### config.mk
export PLATFORM = sky130hd
export DESIGN_NAME = mulf32_seq
export DESIGN_NICKNAME = d
export VERILOG_FILES = /design/src/rtl/mulf32_seq.sv
export SDC_FILE = /design/constraint.sdc
export NUM_CORES = 1
export LEC_CHECK = 0
export ABC_AREA = 1
export CORE_AREA = 3 3 124 126
export CTS_CLUSTER_DIAMETER = 120
export DETAILED_ROUTE_END_ITERATION = 16
export DIE_AREA = 0 0 127 129
export MAX_ROUTING_LAYER = met4
export PLACE_DENSITY = 0.79
export RECOVER_POWER = 50
export SLEW_MARGIN = 20
export SYNTH_ARGS = -nofsm -noshare
export SYNTH_HDL_FRONTEND = slang
export SYNTH_SLANG_ARGS = --single-unit
### constraint.sdc
create_clock -name clk -period 3.05 [get_ports clk]
set_input_delay 0.305 -clock clk [delete_from_list [all_inputs] [get_ports clk]]
set_output_delay 0.305 -clock clk [all_outputs]
set_load 0.01 [all_outputs]
### src/rtl/mulf32_seq.sv
// Sequential IEEE-754 single-precision multiplier: radix-2 shift-add over 24 cycles, truncating, denormals flushed.
// Latency: done is high in the 26th cycle after the accepting edge (1 latch + 24 MUL + 1 PACK, DONE shown).
// Backpressure: none; start is ignored unless idle, p/ovf/unf hold until the next done.
module mulf32_seq (
    input  logic        clk,
    input  logic        rst,
    input  logic        start,
    input  logic [31:0] a,
    input  logic [31:0] b,
    output logic [31:0] p,
    output logic        busy,
    output logic        done,
    output logic        ovf,
    output logic        unf
);

    typedef enum logic [1:0] {IDLE, MUL, PACK, DONE} state_t;

    state_t              state, state_n;
    logic [4:0]          cnt;
    logic [23:0]         ma;
    logic [47:0]         prod;
    logic                sgn;
    logic signed [9:0]   esum;
    logic                nan_r, inf_r, zero_r;

    // Operand classification on the raw inputs, captured at acceptance.
    logic a_zero, b_zero, a_inf, b_inf, a_nan, b_nan;
    assign a_zero = (a[30:23] == 8'h00);
    assign b_zero = (b[30:23] == 8'h00);
    assign a_inf  = (a[30:23] == 8'hFF) && (a[22:0] == 23'd0);
    assign b_inf  = (b[30:23] == 8'hFF) && (b[22:0] == 23'd0);
    assign a_nan  = (a[30:23] == 8'hFF) && (a[22:0] != 23'd0);
    assign b_nan  = (b[30:23] == 8'hFF) && (b[22:0] != 23'd0);

    logic signed [9:0] esum_in;
    assign esum_in = $signed({2'b00, a[30:23]}) + $signed({2'b00, b[30:23]}) - 10'sd127;

    // One shift-add step: add multiplicand into the upper half when the current multiplier bit is set.
    logic [24:0] step_sum;
    assign step_sum = {1'b0, prod[47:24]} + {1'b0, ma & {24{prod[0]}}};

    // Normalisation and result packing.
    logic signed [9:0] exp_n;
    logic [22:0]       mant_n;
    logic [31:0]       p_n;
    logic              ovf_n, unf_n;

    always_comb begin
        exp_n  = esum + $signed({9'd0, prod[47]});
        mant_n = prod[47] ? prod[46:24] : prod[45:23];
        p_n    = 32'd0;
        ovf_n  = 1'b0;
        unf_n  = 1'b0;
        if (nan_r) begin
            p_n = 32'h7FC0_0000;
        end else if (inf_r) begin
            p_n = {sgn, 8'hFF, 23'd0};
        end else if (zero_r) begin
            p_n = {sgn, 31'd0};
        end else if (exp_n >= 10'sd255) begin
            p_n   = {sgn, 8'hFF, 23'd0};
            ovf_n = 1'b1;
        end else if (exp_n <= 10'sd0) begin
            p_n   = {sgn, 31'd0};
            unf_n = 1'b1;
        end else begin
            p_n = {sgn, exp_n[7:0], mant_n};
        end
    end

    always_comb begin
        state_n = state;
        case (state)
            IDLE:    if (start) state_n = MUL;
            MUL:     if (cnt == 5'd23) state_n = PACK;
            PACK:    state_n = DONE;
            DONE:    state_n = IDLE;
            default: state_n = IDLE;
        endcase
    end

    always_ff @(posedge clk) begin
        if (rst) begin
            state  <= IDLE;
            cnt    <= 5'd0;
            p      <= 32'd0;
            ovf    <= 1'b0;
            unf    <= 1'b0;
            ma     <= 24'd0;
            prod   <= 48'd0;
            sgn    <= 1'b0;
            esum   <= 10'sd0;
            nan_r  <= 1'b0;
            inf_r  <= 1'b0;
            zero_r <= 1'b0;
        end else begin
            state <= state_n;
            case (state)
                IDLE: begin
                    if (start) begin
                        ma     <= {~a_zero, a[22:0]};
                        prod   <= {24'd0, ~b_zero, b[22:0]};
                        sgn    <= a[31] ^ b[31];
                        esum   <= esum_in;
                        nan_r  <= a_nan | b_nan | (a_inf & b_zero) | (b_inf & a_zero);
                        inf_r  <= a_inf | b_inf;
                        zero_r <= a_zero | b_zero;
                        cnt    <= 5'd0;
                    end
                end
                MUL: begin
                    prod <= {step_sum, prod[23:1]};
                    cnt  <= (cnt == 5'd23) ? 5'd0 : cnt + 5'd1;
                end
                PACK: begin
                    p   <= p_n;
                    ovf <= ovf_n;
                    unf <= unf_n;
                end
                default: ;
            endcase
        end
    end

    assign busy = (state != IDLE);
    assign done = (state == DONE);

endmodule

-- Yosys cells after proc, flatten, opt, wreduce, memory -nomap -nowiden
Index checks and enable logic that the tools add are counted.
- register bits after elaboration: 127
- bits of input ports: 67
- output and inout port bits: 36
- word-level logic and storage cells: 77
- $add $sub $neg: 5
- magnitude comparators: 2
- equal/unequal tests: 8
- muxes and demuxes: 23
- bitwise gates (word level): 11
- reduce and logical (&&, ||, !) cells: 16
- operator list (cell ; count):
    $mux W31 ; 4
    $pmux W48 S2 ; 1
    $mux W48 ; 1
    $logic_not A23 Y1 ; 2
    $reduce_bool A23 Y1 ; 2
    $mux W32 ; 1
    $add A24 B24 Y25 ; 1
    $and A24 B24 Y24 ; 1
    $mux W23 ; 1
    $eq A8 B8 Y1 const B ; 2
    $logic_not A8 Y1 ; 2
    $add A10 B2 Y10 ; 1
    $ge A10 B9 Y1 const B ; 1
    $le A10 B1 Y1 const B ; 1
    $mux W5 ; 2
    $pmux W5 S2 ; 1
    $sub A9 B7 Y10 const B ; 1
    $add A8 B8 Y9 ; 1
    $mux W1 ; 9
    $pmux W2 S4 ; 1
    $reduce_and A2 Y1 ; 3
    $add A5 B1 Y5 const B ; 1
    $eq A5 B5 Y1 const B ; 1
    $or A1 B1 Y1 ; 5
    10 further kinds ; 19

-- Logic depth before layout (Yosys ltp)
- depth in word-level cells: 7
- depth in mapped cells: 16
- depth with buffers taken out: 14

-- Least setup slack after synthesis
Ideal clock, no wire load.
- path type: register -> register
- start: register prod[0]
- end: register prod[32]
- library setup time: 0.132 ns
- data arrival time: 2.068 ns
- setup slack: 0.849 ns
- cell stages (with the launch flop): 15
- period minus slack after synthesis: 2.201 ns
- cell sequence: dfxtp_1 -> clkbuf_1 -> clkbuf_1 -> nand2_1 -> inv_1 -> ha_1 -> a21oi_1 -> inv_1 -> nor2_1 -> nand2_1 -> nand2_1 -> nand2_1 -> or2_2 -> nand3_1 -> a21oi_1
- cells in the longest elaborated chain, start to end: 3
- RTL lines (item ; line ; text):
    start, declared ; 22 ; logic [47:0] prod;
    start signal, assigned ; 103 ; prod <= {24'd0, ~b_zero, b[22:0]};
    start signal, assigned ; 113 ; prod <= {step_sum, prod[23:1]};
    $and A24 B24 Y24 ; 41 ; assign step_sum = {1'b0, prod[47:24]} + {1'b0, ma & {24{prod[0]}}};
    $add A24 B24 Y25 ; 41 ;
    $pmux W48 S2 ; 99 ; case (state)
No other way between the ends.
A chain may end at the register's enable or synchronous reset.

-- Worst setup path after layout
- start: register state[1]
- end: register cnt[0]
- cells in the longest elaborated chain, start to end: 3
- elaborated cells on any way between the ends: 6
- classes of those cells: 2 x eq/ne; 1 x mux; 3 x reduce/logical
- RTL lines (item ; line ; text):
    start, declared ; 19 ; state_t state, state_n;
    start signal, assigned ; 98 ; state <= state_n;
    $eq A2 B1 Y1 or $logic_not A2 Y1 (tied branches) ; 99 ;
    $reduce_bool A2 Y1 (no source line) or $ne A2 B2 Y1 (tied branches) ; -- ;
    $reduce_and A2 Y1 (no source line) ; -- ;
    end signal, assigned ; 114 ; cnt <= (cnt == 5'd23) ? 5'd0 : cnt + 5'd1;
    end, declared ; 20 ; logic [4:0] cnt;
Several ways; a longest one is shown, not always the timed one.

==> results.json <==
{
  "status": "complete, no violations",
  "synth.most_common_cell": "nand2_1",
  "clock-skew-final_ns": 0.0111,
  "synth_flop_cell": "dfxtp_1",
  "synth_edf_count": 0,
  "design_area_um2": 9570,
  "viasPerCell": 5.49,
  "peakVddDrop_mv": 0.470,
  "fin_ws_ns": 0.478,
  "drv_cap": 0,
  "wl_per_cell_um": 14.7,
  "cts_sinks": 127,
  "finalSetupViolations": 0,
  "die_width_um": 127,
  "setup-tns-final_ns": 0,
  "grt_start_max_net_pins": 70,
  "period_minus_slack_ns": 2.57,
  "hold_violations": 0,
  "cp-startpoint": "state[1]",
  "synthArstFlopShare_pct": 0,
  "grt_pass1_vias": 7399,
  "clockRootBuffer": "clkbuf_16",
  "dpl_worst_slack_ns": 0.410,
  "leakagePower_nw": 4.19,
  "cts_tree": "done",
  "core_area_um2": 14400,
  "r2r-start": "state[1]",
  "syn_area_per_cell_um2": 6.65,
  "dr_total_vias": 7992,
  "crit_chain": "inv_1 -> ha_1 -> clkbuf_1 -> a21oi_2 -> inv_1 -> buf_12 -> nand2_1 -> a211oi_1",
  "final_util_pct": 66.4,
  "drt_iter0_markers": 643,
  "min_path_cells": 3,
  "cpMostUsedCell": "inv_1",
  "cp_top_family": "buffers and inverters",
  "grt_use_total_pct": 27.4,
  "ys_types": 43,
  "rsz0062_at_grt": "false",
  "slowest_delay_ns": 0.82,
  "drt_first_pass_iters": 7,
  "clkSlewWorstSetupHoldPaths_ns": 0.06,
  "ys_warn_count": 0,
  "syn_nets": 1296,
  "rows": 44,
  "critPathArrivalTime_ns": 2.91,
  "hold_buffers": 0,
  "portBuffers": 102,
  "power_density_nw_per_um2": 670,
  "maxSlewHeadroom_pct": 25.3,
  "wl_um": 21500,
  "period_share_pct": 84.3,
  "seq_area_frac_synth_pct": 32.4,
  "worst_skew_pair.late_latency_ns": 0.43,
  "ant_nets": 0,
  "endpoint_kind": "flop",
  "rrSetupSlack_ns": 0.48,
  "ioPinCount": 103,
  "overflow": 0,
  "synthTopCellsByCount": "nand2_1 (275), a21oi_1 (148), inv_1 (141), dfxtp_1 (127), o21ai_0 (100)",
  "synth_top_cell_by_area": "dfxtp_1",
  "num_antenna_cells": 0,
  "hold_start": "a[19]",
  "dp_hpwl_um": 15900,
  "die_h_um": 129,
  "die_area_um2": 16400,
  "yosysTopAreaCellShare_pct": 32.4,
  "areaGrowthSynthToFinish_pct": 21.9,
  "slowest_stage": "clkbuf_1",
  "post_cts_buffers": 0,
  "path_buf_inv": 4,
  "layout-drive-gt1-share_pct": 7.15,
  "r2r_end": "cnt[0]",
  "worstPathRequired_ns": 3.38,
  "syn-cell-area_um2": 7850,
  "tightest_slew_ns": 1.12,
  "cp_max_fo": 29,
  "synthTopCellsByArea": "dfxtp_1 (32%), nand2_1 (13%), a21oi_1 (9.4%)",
  "synth_seq_cells": 127,
  "min_path_type": "in2reg",
  "clk_path_buf_depth": 2,
  "grt_pass1_wl_um": 35400,
  "numCtsBuffers": 17,
  "final_nets": 1375,
  "fmax_mhz": 389,
  "reg2regPathDepth": 8,
  "antenna_found_initial": 0,
  "cp.depth": 8,
  "worstHoldEndpoint": "ma[19]",
  "drc_errors": 0,
  "p_total_mw": 6.42,
  "cts.repair.resized": 0,
  "start_util_pct": 54.5,
  "path_class": "reg2reg",
  "h-tree-depth": 4,
  "slew_viol_final": 0,
  "worstSetupStartpointType": "flop",
  "place_congestion": 0.941,
  "syn_inst": 1181,
  "dpl_cell_area_um2": 8960
}
==> per-layer routing <==
layer | share of wire [%] | vias to the layer above | track usage (%)
li1 | - | 4104 | -
met1 | 46 | 3596 | 35.3
met2 | 46 | 252 | 43.7
met3 | 5.5 | 40 | 4.57
met4 | 2.5 | 0 | 9.34
met5 | 0 | - | -
==> registers in the layout, indices dropped and copies added (netlist names), 2 cells and up <==
register / cells
esum: 10
state: 2
prod: 48
ma: 24
p: 32
cnt: 5
==> worst max path at each step <==
stage / to / slack (ns)
3_5_place_dp: esum[7] / 0.41
3_3_place_gp: esum[9] / 0.48
2_1_floorplan: prod[32] / 0.85
6_report: cnt[0] / 0.48
4_1_cts: p[6] / 0.55
5_1_grt: cnt[0] / 0.22
==> power by group <==
group          switching, mW  internal [mW]  leakage, nW  total [mW]
Clock                  0.784           1.35        0.303        2.14
Sequential             0.225           2.01         1.04        2.23
Combinational           1.35          0.699         2.85        2.05
Total                   2.36           4.06         4.19        6.42
==> area by class of cell <==
type | count | area, µm²
Fill cell | 1348 | 4850
Multi-Input combinational cell | 852 | 4510
Sequential cell | 127 | 2540
Timing Repair Buffer | 114 | 1110
Inverter | 148 | 556
Clock buffer | 20 | 467
Tap cell | 184 | 230
Clock inverter | 12 | 155
==> per-stage QoR <==
stage / hold slack, ns / instances
CTS: 0.444 / 1457
global placement: 0.454 / 1425
global route: 0.450 / 1457
finish: 0.451 / 1457
detailed placement: 0.457 / 1425
floorplan: 0.436 / 1181
==> logic make-up after synthesis <==
kind of cell	after synthesis	share of synthesized area [%]
AND/OR/NAND/NOR	491	27.4
AO/OA/AOI/OAI	305	21.1
buffers and inverters	202	10.3
flip-flops	127	32.4
adder cells (fa/ha/maj)	48	7.84
XOR/XNOR	8	0.988
==> placed cells by master (no fill, tap or decap), types with 6 or more instances in the layout <==
cell and count:
nand2_1 275, ha_1 46, a21oi_1 147, a21oi_2 11, nand4_1 23, dfxtp_1 127, nor2_1 79, clkdlybuf4s50_1 64
inv_1 141, buf_4 9, inv_2 7, nand3_2 12, a31oi_1 24, a211oi_1 12, nor3_1 11, o21ai_0 100
nand3b_1 6, clkbuf_16 17, dlygate4sd3_1 37, nand3_1 64
==> worst min-delay path, cell delays in order <==
cell	delay, ns
clkdlybuf4s50_1	0.40
inv_1	0.07
a21oi_1	0.06
Note: power is estimated with default switching activity, not from simulation.
==> edit 1, RTL diff (same settings) <==
Make the reset (`rst`) asynchronous in one clocked block.
--- a/src/rtl/mulf32_seq.sv
+++ b/src/rtl/mulf32_seq.sv
@@ -82,3 +82,3 @@
 
-    always_ff @(posedge clk) begin
+    always_ff @(posedge clk or posedge rst) begin
         if (rst) begin
Formal check against the unedited RTL: differs if rst is asserted again (counterexample within 4 cycles, from zero or initial values and one cycle with rst high); with rst held inactive, the same outputs for 10 cycles.
==> edit 1 against the original RTL <==
  * The flow now finishes with violations (capacitance limit, slew limit)
  * Routed wire length shrank 6.1%
  * Sequential cell count stayed put
  * Area after synthesis is 3.5% higher
  * Design area rose by 3.3%
  * Sequential share of layout area up 5.6 points
  * Utilization rose by 2.2 points
  * First-iteration DRC count is 10% lower
  * Global-route usage down 0.64 points
  * Die area unchanged
  * Worst setup slack got worse by 51 ps
  * Critical path type unchanged
  * Critical endpoint is now p[15]
Power is not compared: it rests on default switching activity, and its combinational part moved more than twofold at a synthesized area within 25%.
==> edit 1: results (changes against the original RTL) <==
grtUsageMet1_pct: 36.7  # +1.4 points
grt_max_degree: 84  # +20%
worstSkewPairLatency_ps: 430  # about the same
cp_max_fo: 23  # -21%
place_congestion: 0.958  # +1.8%
routed-wl-met3_mm: 1.08  # -8.4%
drive_gt1_share_pct: 5.50  # -1.6 points
yosys-top-cells-count: "nand2_1 (337), inv_1 (138), dfrtp_1 (127)"
hold_slack_ps: 459  # +8.47 ps
worstPathArrival_ps: 2990  # +80 ps
outcome: "finished, violations left"
wl_met1_mm: 9.62  # -3.1%
p_leak_uw: 0.00501
cpPeakStageDelay_ps: 710  # -110 ps
synth_area_leaders: "dfrtp_1 (39%), nand2_1 (16%), ha_1 (7.1%)"
nets: 1338  # -2.7%
skew_ps: 7.10  # -3.98 ps
drv_cap: 1  # +1
grt_pass1_wl_mm: 34.5  # -2.6%
slew_violations: 84  # +84
period_minus_slack_ps: 2620  # +51.0 ps
first_pass_iters: 6  # -1
wl_met2_mm: 9.15  # -6.7%
drt_iter0_markers: 578  # -10%
synth_nets: 1243  # -4.1%
grt_pass1_vias: 7110  # -3.9%
yosysSeqAreaShare_pct: 39.1  # +6.7 points
netlist_instances: 1128  # -4.5%
synth_ff_type: "dfrtp_1"
violations: "capacitance limit, slew limit"
num_vias: 7571  # -5.3%
postSynth.asyncResetShare_pct: 100  # +100 points
grt_usage_pct: 26.7  # -0.64 points
slew_headroom_pct: -33.6  # -59 points
grtUsageMet2_pct: 41.1  # -2.6 points
slowest_stage: "o21ai_2"
ys_types: 44  # +2.3%
dp_slack_ps: 443  # +33.1 ps
==> edit 1: cell count changes after synthesis, sizes merged, moves of 12 or more <==
cell	before	now
nor2	83	129
o22ai	0	12
a21oi	158	51
o21ai	103	75
clkbuf	43	30
nand3	76	63
dfrtp	0	127
dfxtp	127	0
nand2	280	339
==> edit 1: worst max-delay path, delay by kind of cell (launching register included) <==
kind / cells / cell delay [ps]
fa+ha+maj: 2 / 460
flops: 1 / 350
simple gates: 7 / 700
compound gates: 1 / 710
buf+inv: 1 / 330
==> edit 1: cell families after synthesis <==
family,share of synthesized area [%]
and+or+nand+nor,29.6
AOI/OAI and AO/OA,13.0
buffers and inverters,8.70
DFF,39.1
adders and majority gates,7.58
muxes,1.23
xor gates and xnor gates,0.878
==> edit 1: worst paths after layout <==
kind | startpoint | to | cells past startpoint
worst max-delay path | prod[47] | p[15] | 11
max in group asynchronous | rst | ma[14] | 3
worst max register to register | prod[47] | p[15] | 11
worst min-delay path | a[11] | ma[11] | 3
worst min register to register | p[8] | p[8] | 2
min in group asynchronous | rst | p[24] | 3
==> edit 1: metrics by stage <==
stage | instances | instance area [um^2]
2_1_floorplan | 1128 | 8130
3_3_place_gp | 1388 | 9310
3_5_place_dp | 1388 | 9310
4_1_cts | 1420 | 9910
5_1_grt | 1420 | 9890
6_report | 1420 | 9890
==> edit 1: area by class of cell <==
| class | count | area [um^2] |
|---|---|---|
| Fill cell | 1266 | 4540 |
| Clock inverter | 12 | 135 |
| Sequential cell | 127 | 3180 |
| Clock buffer | 20 | 457 |
| Timing Repair Buffer | 113 | 1100 |
| Multi-Input combinational cell | 821 | 4250 |
| Tap cell | 184 | 230 |
| Inverter | 143 | 542 |
==> edit 1: report_power, final <==
group          internal [uW]  switching (uW)  total (uW)
combinational           1620            2800        4420
sequential              2390             488        2880
clock                   1250             772        2020
==> edit 2, RTL diff (same settings) <==
Without the edit above. Re-encode `state_t` (4 states) as one-hot, 4 bits wide.
--- a/src/rtl/mulf32_seq.sv
+++ b/src/rtl/mulf32_seq.sv
@@ -16,3 +16,3 @@
 
-    typedef enum logic [1:0] {IDLE, MUL, PACK, DONE} state_t;
+    typedef enum logic [3:0] {IDLE = 4'b0001, MUL = 4'b0010, PACK = 4'b0100, DONE = 4'b1000} state_t;
 
Behaviour: no difference found for any inputs over 10 cycles, from zero or initial values and one cycle with rst high; not proved beyond that.
==> edit 2 against the original RTL <==
  * The flow now finishes with violations (capacitance limit, slew limit)
  * Sequential cell count rose by 2
  * Design area fell by 0.47%
  * Sequential share of layout area rose by 0.55 points
  * Worst setup slack improved by 53 ps
  * Area after synthesis barely moved
  * Routed wire length fell by 0.63%
  * Largest cell class unchanged
  * Highest routed layer unchanged
Power is not compared: it rests on default switching activity, and its combinational part moved more than twofold at a synthesized area within 25%.
==> edit 2: results (changes against the original RTL) <==
violations: "capacitance limit, slew limit"
grtUsageMet1_pct: 33.2  # -2.2 points
synth_xor_area_share_pct: 0.765  # -0.22 points
dp_slack_ps: 430  # +19.6 ps
netlist_instances: 1196  # +1.3%
drv_cap: 1  # +1
multi_input_area_um2: 4550  # +0.83%
wl_per_cell_um: 14.5  # -1.6%
grt_pass1_wl_mm: 35.2  # -0.62%
yosysSeqAreaShare_pct: 32.9  # +0.54 points
worst_r2r_path_depth: 7  # -1
grtUsageMet2_pct: 45.8  # +2.1 points
synth_compound_area_share_pct: 14.0  # -7.1 points
rrSetupSlack_ps: 530  # +50 ps
synth_adder_area_share_pct: 7.21  # -0.63 points
yosys_register_bits: 129  # +1.6%
dp_cells: 1440  # +1.1%
clock_area_share_pct: 6.19  # -0.31 points
synth_nets: 1307  # +0.85%
slowest_stage: "inv_1"
holdPathEnd: "state[3]"
wl_met1_mm: 9.55  # -3.8%
nNonClkBuffers: 110  # -3.5%
hpwlAfterDp_mm: 15.7  # -1.0%
inverters: 131  # -11%
r2r_end: "ma[11]"
synth_area_leaders: "dfxtp_1 (33%), nand2_1 (15%), a21oi_1 (7.7%)"
slew_violations: 50  # +50
sh_seq_area_pct: 27.1  # +0.55 points
outcome: "finished, violations left"
-- edit 2: cell count changes after synthesis, sizes merged, moves of 9 or more --
cell / change
nor4: +10
nand3: +9
inv: -18
a21oi: -38
nand2: +42
mux2: +20
a211oi: -12
nor2: +60
o21ai: -47
clkbuf: -9
-- edit 2: worst max-delay path by stage --
| stage | start | slack [ps] | endpoint | cells after the start |
|---|---|---|---|---|
| CTS | esum[0] | 570 | p[27] | 13 |
| floorplan | prod[0] | 620 | prod[33] | 15 |
| detailed placement | a[24] | 430 | esum[9] | 13 |
| finish | state[0] | 530 | ma[11] | 7 |
| global route | prod[47] | 270 | p[27] | 13 |
| global placement | a[24] | 450 | esum[9] | 13 |
-- edit 2: power groups by stage --
stage | Clock, uW | Combinational (uW) | Sequential (uW)
floorplan | 0 | 389 | 1830
global placement | 0 | 588 | 1850
detailed placement | 0 | 593 | 1850
CTS | 2050 | 598 | 1810
global route | 2130 | 668 | 1820
finish | 2020 | 595 | 1810
